### config.mk
export PLATFORM = sky130hd
export DESIGN_NAME = pkt_merger
export DESIGN_NICKNAME = d
export VERILOG_FILES = /design/src/rtl/pkt_merger.sv
export SDC_FILE = /design/constraint.sdc
export NUM_CORES = 1
export LEC_CHECK = 0
export ABC_AREA = 0
export CAP_MARGIN = 25
export CORE_AREA = 8 8 141 143
export CTS_CLUSTER_SIZE = 14
export DETAILED_ROUTE_END_ITERATION = 10
export DIE_AREA = 0 0 149 151
export DONT_BUFFER_PORTS = 1
export HOLD_SLACK_MARGIN = 0.02
export PLACE_DENSITY_LB_ADDON = 0.08
export REMOVE_ABC_BUFFERS = 1
export SLEW_MARGIN = 30
export SYNTH_ARGS = -nofsm -noshare
export SYNTH_HDL_FRONTEND = slang
export SYNTH_SLANG_ARGS = --single-unit
### constraint.sdc
create_clock -name clk -period 6.1 [get_ports clk]
set_input_delay 1.22 -clock clk [delete_from_list [all_inputs] [get_ports clk]]
set_output_delay 1.22 -clock clk [all_outputs]
set_load 0.005 [all_outputs]
### src/rtl/pkt_merger.sv
// rtl/pkt_merger.sv - round-robin merge of NUM_INPUTS packet streams into one registered output
// Optional macro PKT_MERGE_CNT_EN enables the per-input accepted-packet pulses on cnt_out.
module pkt_merger #(
  parameter int PKT_BITS   = 72,
  parameter int NUM_INPUTS = 4,
  parameter int SRC_BITS   = (NUM_INPUTS > 1) ? $clog2(NUM_INPUTS) : 1
) (
  input  logic                  clk,
  input  logic                  reset,
  input  logic [NUM_INPUTS-1:0] en_in,
  input  logic [PKT_BITS-1:0]   pkt_in_data_in [NUM_INPUTS],
  input  logic                  pkt_in_vld_in  [NUM_INPUTS],
  output logic                  pkt_in_rdy_out [NUM_INPUTS],
  output logic [PKT_BITS-1:0]   pkt_out_data_out,
  output logic [SRC_BITS-1:0]   pkt_out_src_out,
  output logic                  pkt_out_vld_out,
  input  logic                  pkt_out_rdy_in,
  output logic [NUM_INPUTS-1:0] cnt_out
);

  logic [NUM_INPUTS-1:0] req;
  logic [SRC_BITS-1:0]   last;
  logic [SRC_BITS-1:0]   gnt;
  logic                  gnt_vld;
  logic                  load;
  logic                  in_xfer;

  always_comb begin
    for (int i = 0; i < NUM_INPUTS; i++) begin
      req[i] = pkt_in_vld_in[i] && en_in[i];
    end
  end

  // Search starts just after the last winner so every requester waits at most NUM_INPUTS-1 grants.
  always_comb begin
    gnt     = '0;
    gnt_vld = 1'b0;
    for (int k = 1; k <= NUM_INPUTS; k++) begin
      if (!gnt_vld && req[(int'(last) + k) % NUM_INPUTS]) begin
        gnt_vld = 1'b1;
        gnt     = SRC_BITS'((int'(last) + k) % NUM_INPUTS);
      end
    end
  end

  // Reset masks ready so nothing is taken upstream while the output stage is being cleared.
  assign load    = (!pkt_out_vld_out || pkt_out_rdy_in) && !reset;
  assign in_xfer = load && gnt_vld;

  always_comb begin
    for (int i = 0; i < NUM_INPUTS; i++) begin
      pkt_in_rdy_out[i] = in_xfer && (gnt == SRC_BITS'(i));
    end
  end

  always_ff @(posedge clk) begin
    if (reset) begin
      pkt_out_vld_out  <= 1'b0;
      pkt_out_data_out <= '0;
      pkt_out_src_out  <= '0;
      last             <= SRC_BITS'(NUM_INPUTS - 1);
    end else if (in_xfer) begin
      pkt_out_vld_out  <= 1'b1;
      pkt_out_data_out <= pkt_in_data_in[gnt];
      pkt_out_src_out  <= gnt;
      last             <= gnt;
    end else if (pkt_out_rdy_in) begin
      pkt_out_vld_out  <= 1'b0;
    end
  end

`ifdef PKT_MERGE_CNT_EN
  logic [NUM_INPUTS-1:0] cnt_q;

  always_ff @(posedge clk) begin
    if (reset) begin
      cnt_q <= '0;
    end else if (in_xfer) begin
      cnt_q <= NUM_INPUTS'(1) << gnt;
    end else begin
      cnt_q <= '0;
    end
  end

  assign cnt_out = cnt_q;
`else
  assign cnt_out = '0;
`endif

endmodule

==> metrics.md, run 1 <==
| Metric | Value |
|---|---|
| Design Power | `1771 uW` |
| Final Skew | `11.72 ps` |
| # port buffers | `0` |
| Largest family of logic cells by synthesized area | `compound AO/OA/AOI/OAI gates` |
| Adder-Cell Fraction of Synth Area | `0%` |
| DRT Pass-1 Iters | `5` |
| ANT cells | `0` |
| Largest net degree at the start of global routing | `77` |
| DRC violations left | `0` |
| CP max FO | `44` |
| CTS tree | `done` |
| Status | `complete, no violations` |
| Fin nets | `815` |
| Htree depth | `3` |
| Synth Register Bits | `77` |
| Max-Slew Margin vs Limit | `47.85%` |
| Placer Congestion | `0.7441` |
| Final instance area | `5539 sq um` |
| Die H | `151 microns` |
| Area growth syn-to-layout | `8.293%` |
| Root Buffer Master | `clkbuf_16` |
| Req. time, crit path | `4880 ps` |
| Leakage power | `0.002153 uW` |
| Multiplexer area fraction after synthesis | `20.18%` |
| Estimated wirelength of the detail-placed design | `15480 microns` |
| Reg-to-reg slack, setup | `3230 ps` |
| Vias per std cell | `5.864` |
| CTS Buffer Depth | `2` |
| Peak VDD IR | `0.1173 mV` |
| Seq/Total Area, Yosys | `30.14%` |
| # setup viols final | `0` |
| Hold WS | `496.9 ps` |
| Sequential cell area | `1541 sq um` |
| Vias in the first global route | `4790` |
| Post-Syn Area per Cell | `9.233 sq um` |
| Antenna violations before repair | `1` |
| Power per cell area | `319.6 nW/um^2` |
| FMAX | `237.4 MHz` |
| Post-Synth Simple-Gate Area | `11.42%` |
| Compound-Gate Fraction of Synth Area | `28.35%` |
| Worst reg2reg endpoint | `pkt_out_data_out[16]` |
| Num ports | `382` |
| Worst Reg-to-Reg Cells | `7` |
| Grt ovf | `0` |
| Worst-path clk slew | `60 ps` |
| DR vias | `4392` |
| Max-slew violation count | `0` |
| Startpoint types | `input pin` |
| Inserted Clock Buffers | `9` |
| Post-cts sizing count | `0` |
| Critical hold path startpoint | `pkt_out_src_out[1]` |
| Netlist cell types | `37` |
| XOR/XNOR Fraction of Synth Area | `0%` |
| Most frequent cells in the layout | `102 x mux2i_1, 84 x a211oi_1, 77 x dfxtp_1, 72 x nand2b_1, 43 x inv_1` |
| Part of the cycle the worst path needs | `69.06%` |
| Initial DRC count | `220` |
| Cell Area, Placed | `5210 sq um` |
| Worst Path Arrival | `2990 ps` |
| Minimum clock period | `4212 ps` |
| Commonest non-fill, non-tap cell in the layout | `mux2i_1` |
| First-pass GRT wire length | `29980 microns` |
| Mapped Cells | `554` |
| Clock Latency Late Sink | `340 ps` |
| Post-CTS Setup Inserts | `0` |
| Die ar. | `22500 sq um` |
| Critical setup path kind | `input pin to primary output` |
| Std cell rows | `49` |
| Worst hold path type | `register to register` |
| Actual slew at the worst max-slew pin | `782.3 ps` |
| Hold_buf cts | `0` |
| Hold depth | `2` |
| Synth Warn # | `0` |
| Synth Cell Area | `5115 sq um` |
| Sink Count | `77` |
| Area of the core | `17660 sq um` |
| Max-cap violation count | `0` |
| Die Wd | `149 microns` |
| RSZ-0062 raised after global routing | `false` |
| Area occupied by multi-input gates | `3131 sq um` |
| Initial Util | `28.97%` |
| Crit end category | `primary output` |
| Routed wire length | `20930 microns` |
| Fillers | `1837` |
| Antenna viol nets, final | `0` |
| Total GRT Usage | `17.44%` |
| Endpoint, Worst Hold | `pkt_out_src_out[1]` |
| Final hold vios | `0` |
| R2R Path Start | `last[0]` |
| Share of cells above drive strength 1 | `7.692%` |
| Wirelength per Cell | `27.94 microns` |
[power by group]
part | switching (uW) | internal, uW | total [uW]
sequential | 87.8 | 595 | 683
combinational | 275 | 209 | 484
clock | 223 | 380 | 603
[synthesized netlist by cell type]
cell      count  area, sq um
o21ai_4       1        16.27
a211oi_2      1        12.51
a21oi_1       3        15.01
nor2b_1       1        6.260
nand2_1       8        30.03
a221oi_1     38        332.8
nand2b_1     72        450.4
dfxtp_1      77         1541
a22oi_2       1        12.51
nand3b_1      2        15.01
and4bb_1      1        12.51
and2_1        2        12.51
a222oi_1     28        280.3
buf_4        11        82.58
mux2i_1     102         1021
conb_1        1        3.750
or4_1         1        7.510
a22oi_1       1        7.510
buf_8         1        15.01
a22o_1        1        8.760
nor2_1        6        22.52
nor4_4        1        21.27
a21o_1        1        7.510
a211oi_1     84        630.6
and3_1        1        6.260
inv_1        43        161.4
o21ai_0       1        5.000
o211ai_2      1        12.51
o21ai_1       2        10.01
a221oi_2      4        60.06
o221ai_1      2        17.52
buf_2        15        75.07
a31oi_1       1        6.260
buf_6         4        45.04
mux2_2        1        11.26
clkbuf_1     33        123.9
o221ai_2      1        15.01
[registers in the layout (all words and copies together), names as in the netlist]
register / count
pkt_out_vld_out: 1
pkt_out_src_out: 2
last: 2
pkt_out_data_out: 72
[how the worst max path moves through the flow]
| stage | start | to | slack (ps) | cells past startpoint |
|---|---|---|---|---|
| final | pkt_in_vld_in[2] | pkt_in_rdy_out[3] | 1890 | 5 |
| after global routing | pkt_in_vld_in[2] | pkt_in_rdy_out[3] | 1720 | 5 |
| after CTS | pkt_in_vld_in[2] | pkt_in_rdy_out[3] | 1840 | 5 |
| after floorplan | pkt_in_vld_in[3] | pkt_in_rdy_out[0] | -4690 | 4 |
| after global placement | pkt_in_vld_in[3] | pkt_in_rdy_out[3] | 1900 | 5 |
| after detailed placement | pkt_in_vld_in[2] | pkt_in_rdy_out[3] | 1850 | 5 |
[metrics by stage]
step	TNS, ps	std cells	util [%]	worst slack, ps
floorplan	-313630	493	-	-4687
global route	0	749	31.37	1723
detailed placement	0	734	29.51	1849
CTS	0	749	31.35	1838
global placement	0	734	29.48	1899
finish	0	749	31.37	1888
[logic make-up after synthesis]
family,count (synthesis)
AOI/OAI and AO/OA,171
buffers and inverters,107
DFF,77
muxes,103
other,1
and+or+nand+nor,95
[per-layer routing]
metal	track usage [%]	routed length [microns]	vias up
met4	7.269	526	2
li1	-	-	2051
met2	31.02	10590	271
met5	0	13	-
met3	7.858	2490	28
met1	17.41	7303	2040
[critical path: stages]
cell	delay, ps
nand2_1	160
o211ai_4	220
buf_4	460
a21o_1	720
nor2_1	170
[final cells by class]
cell class | count | area share [%]
clock buffer | 12 | 4.631
clock inverter | 3 | 1.242
inverter | 43 | 2.914
multi-input combinational | 373 | 56.52
sequential | 77 | 27.83
tap | 229 | 5.173
timing repair buffer | 12 | 1.694
No activity file was read; power rests on OpenSTA's default activity.
==> run 2: changes to the inputs <==
- clock period: 6.1 -> 4.4 ns (I/O delays scaled with it)
==> run 2 against run 1 <==
Net effect: core utilization barely moved; routed wire length rose by 4.0%; clock skew rose by 1.4 ps; critical path depth rose by 1; critical path type unchanged; global-route usage rose by 0.40 points; cell area barely moved; largest power group unchanged; critical endpoint unchanged.
==> metrics.md, run 2 (same netlist as run 1, synthesis figures left out) <==
| Metric | Value |
|---|---|
| Status | `complete, no violations` |
| Most Used Layer, Global Route | `met2` |
| FMAX | `324.4 MHz` |
| Critical setup path kind | `input pin to primary output` |
| Post-cts sizing count | `0 (unchanged)` |
| Share of cells above drive strength 1 | `8.397% (+0.70 points)` |
| Initial Util | `28.97% (unchanged)` |
| Met3 Usage GRT | `7.589% (-0.27 points)` |
| RSZ-0062 raised after global routing | `false` |
| Fillers | `1831 (-0.33%)` |
| Total GRT Usage | `17.84% (+0.40 points)` |
| Power per cell area | `436.0 nW/um^2 (+36%)` |
| Area of the core | `17660 sq um (unchanged)` |
| Worst Path Arrival | `2200 ps (-790 ps)` |
| # setup viols final | `0 (unchanged)` |
| Req. time, crit path | `3520 ps (-1360 ps)` |
| CTS tree | `done` |
| Wirelength per Cell | `28.86 microns (+3.3%)` |
| R2R Path Start | `last[0]` |
| Antenna viol nets, final | `0 (unchanged)` |
| Actual slew at the worst max-slew pin | `591.4 ps (-190.8 ps)` |
| Peak VDD IR | `0.1593 mV (+36%)` |
| Sink Count | `77 (unchanged)` |
| CP Capture Point | `pkt_in_rdy_out[3]` |
| Max-cap violation count | `0 (unchanged)` |
| Die H | `151 microns (unchanged)` |
| Estimated wirelength of the detail-placed design | `16290 microns (+5.2%)` |
| Largest registers | `pkt_out_data_out (72), last (2), pkt_out_src_out (2)` |
| Startpoint types | `input pin` |
| Max-slew violation count | `0 (unchanged)` |
| Final instance area | `5544 sq um (about the same)` |
| Start point of the critical path | `pkt_in_vld_in[3]` |
| Num ports | `382 (unchanged)` |
| Max reg flops | `72 (unchanged)` |
| Minimum clock period | `3082 ps` |
| Fin nets | `818 (+0.37%)` |
| Vias per std cell | `5.889 (+0.42%)` |
| Final Skew | `13.08 ps (+1.365 ps)` |
| Max-Slew Margin vs Limit | `60.43% (+13 points)` |
| CTS Buffer Depth | `2 (unchanged)` |
| Cell Area, Placed | `5240 sq um (+0.58%)` |
| Initial DRC count | `249 (+13%)` |
| Crit end category | `primary output` |
| Inserted Clock Buffers | `9 (unchanged)` |
| Hold_buf cts | `0 (unchanged)` |
| Post-CTS Setup Inserts | `0 (unchanged)` |
| Final hold vios | `0 (unchanged)` |
| Register bank with the most flops | `pkt_out_data_out` |
| DRT Pass-1 Iters | `5 (unchanged)` |
| Die ar. | `22500 sq um (unchanged)` |
| Setup ws final | `1318 ps (-569.8 ps)` |
| Global-route met2 utilization | `31.72% (+0.70 points)` |
| CP max FO | `23 (-48%)` |
| Worst reg2reg endpoint | `pkt_out_data_out[59]` |
| Most frequent cells in the layout | `102 x mux2i_1, 84 x a211oi_1, 77 x dfxtp_1, 72 x nand2b_1, 43 x inv_1` |
| Leakage power | `0.002150 uW (-0.13%)` |
| Part of the cycle the worst path needs | `70.05%` |
| Commonest non-fill, non-tap cell in the layout | `mux2i_1` |
| First-pass GRT wire length | `30520 microns (+1.8%)` |
| Setup TNS | `0 ps (unchanged)` |
| Routed wire length | `21760 microns (+4.0%)` |
| Worst hold path type | `register to register` |
| Largest net degree at the start of global routing | `77 (unchanged)` |
| Std cell rows | `49 (unchanged)` |
| Area growth syn-to-layout | `8.390% (about the same)` |
| DRC violations left | `0 (unchanged)` |
| Reg-to-reg slack, setup | `2120 ps (-1110 ps)` |
| Worst-path clk slew | `70 ps (about the same)` |
| Design Power | `2417 uW (+37%)` |
| Vias in the first global route | `4732 (-1.2%)` |
| Die Wd | `149 microns (unchanged)` |
| Worst Reg-to-Reg Cells | `6 (-1)` |
| Root Buffer Master | `clkbuf_16` |
| Htree depth | `3 (unchanged)` |
| Setup WS pre-CTS | `1307 ps (-542.6 ps)` |
| Antenna violations before repair | `1 (unchanged)` |
| Clock Latency Late Sink | `340 ps (about the same)` |
| Grt ovf | `0 (unchanged)` |
| M1 GR Usage | `18.73% (+1.3 points)` |
| # port buffers | `0 (unchanged)` |
| DR vias | `4440 (+1.1%)` |
| Placer Congestion | `0.7723 (+3.8%)` |
-- run 2: worst min-delay path by stage --
| stage | start | to | slack [ps] | cells past startpoint |
|---|---|---|---|---|
| after detailed placement | pkt_out_src_out[1] | pkt_out_src_out[1] | 480 | 2 |
| after global routing | pkt_out_src_out[1] | pkt_out_src_out[1] | 510 | 2 |
| after CTS | pkt_out_src_out[1] | pkt_out_src_out[1] | 490 | 2 |
| after global placement | pkt_out_src_out[1] | pkt_out_src_out[1] | 480 | 2 |
| final | pkt_out_src_out[1] | pkt_out_src_out[1] | 480 | 2 |
| after floorplan | pkt_out_src_out[1] | pkt_out_src_out[1] | 440 | 2 |
-- run 2: through the flow --
| stage | hold slack [ps] | util [%] | std cells |
|---|---|---|---|
| global route | 512.1 | 31.40 | 754 |
| global placement | 478.9 | 29.68 | 737 |
| floorplan | 438.8 | - | 493 |
| CTS | 488.5 | 31.38 | 753 |
| finish | 479.8 | 31.40 | 754 |
| detailed placement | 477.0 | 29.68 | 737 |
-- run 2: per-layer routing --
layer | share of wire [%] | vias up
li1 | - | 2060
met1 | 35 | 2097
met2 | 52 | 265
met3 | 12 | 18
met4 | 1.4 | 0
met5 | 0 | -
-- run 2: final cells by class --
cell class / count / area, sq um / area share, %
multi-input cells: 373 / 3126 / 56.38
flip-flops and latches: 77 / 1541 / 27.80
well taps: 229 / 286.5 / 5.168
clock buffers: 11 / 242.7 / 4.378
inverters: 43 / 161.4 / 2.911
repair buffers: 15 / 125.1 / 2.257
clock inverters: 5 / 58.81 / 1.061
diodes: 1 / 2.502 / 0.04514
-- run 2: worst max-delay path, cell delays in order --
cell and delay (ps):
and2_1 190, a211oi_4 230, buf_4 320, a21o_1 140, buf_4 300, nor2_1 120
-- run 2: power by group --
| part | internal (uW) | total [uW] | switching [uW] |
|---|---|---|---|
| Clock | 457 | 778 | 321 |
| Sequential | 825 | 950 | 124 |
| Combinational | 296 | 689 | 393 |
| Total | 1580 | 2420 | 839 |
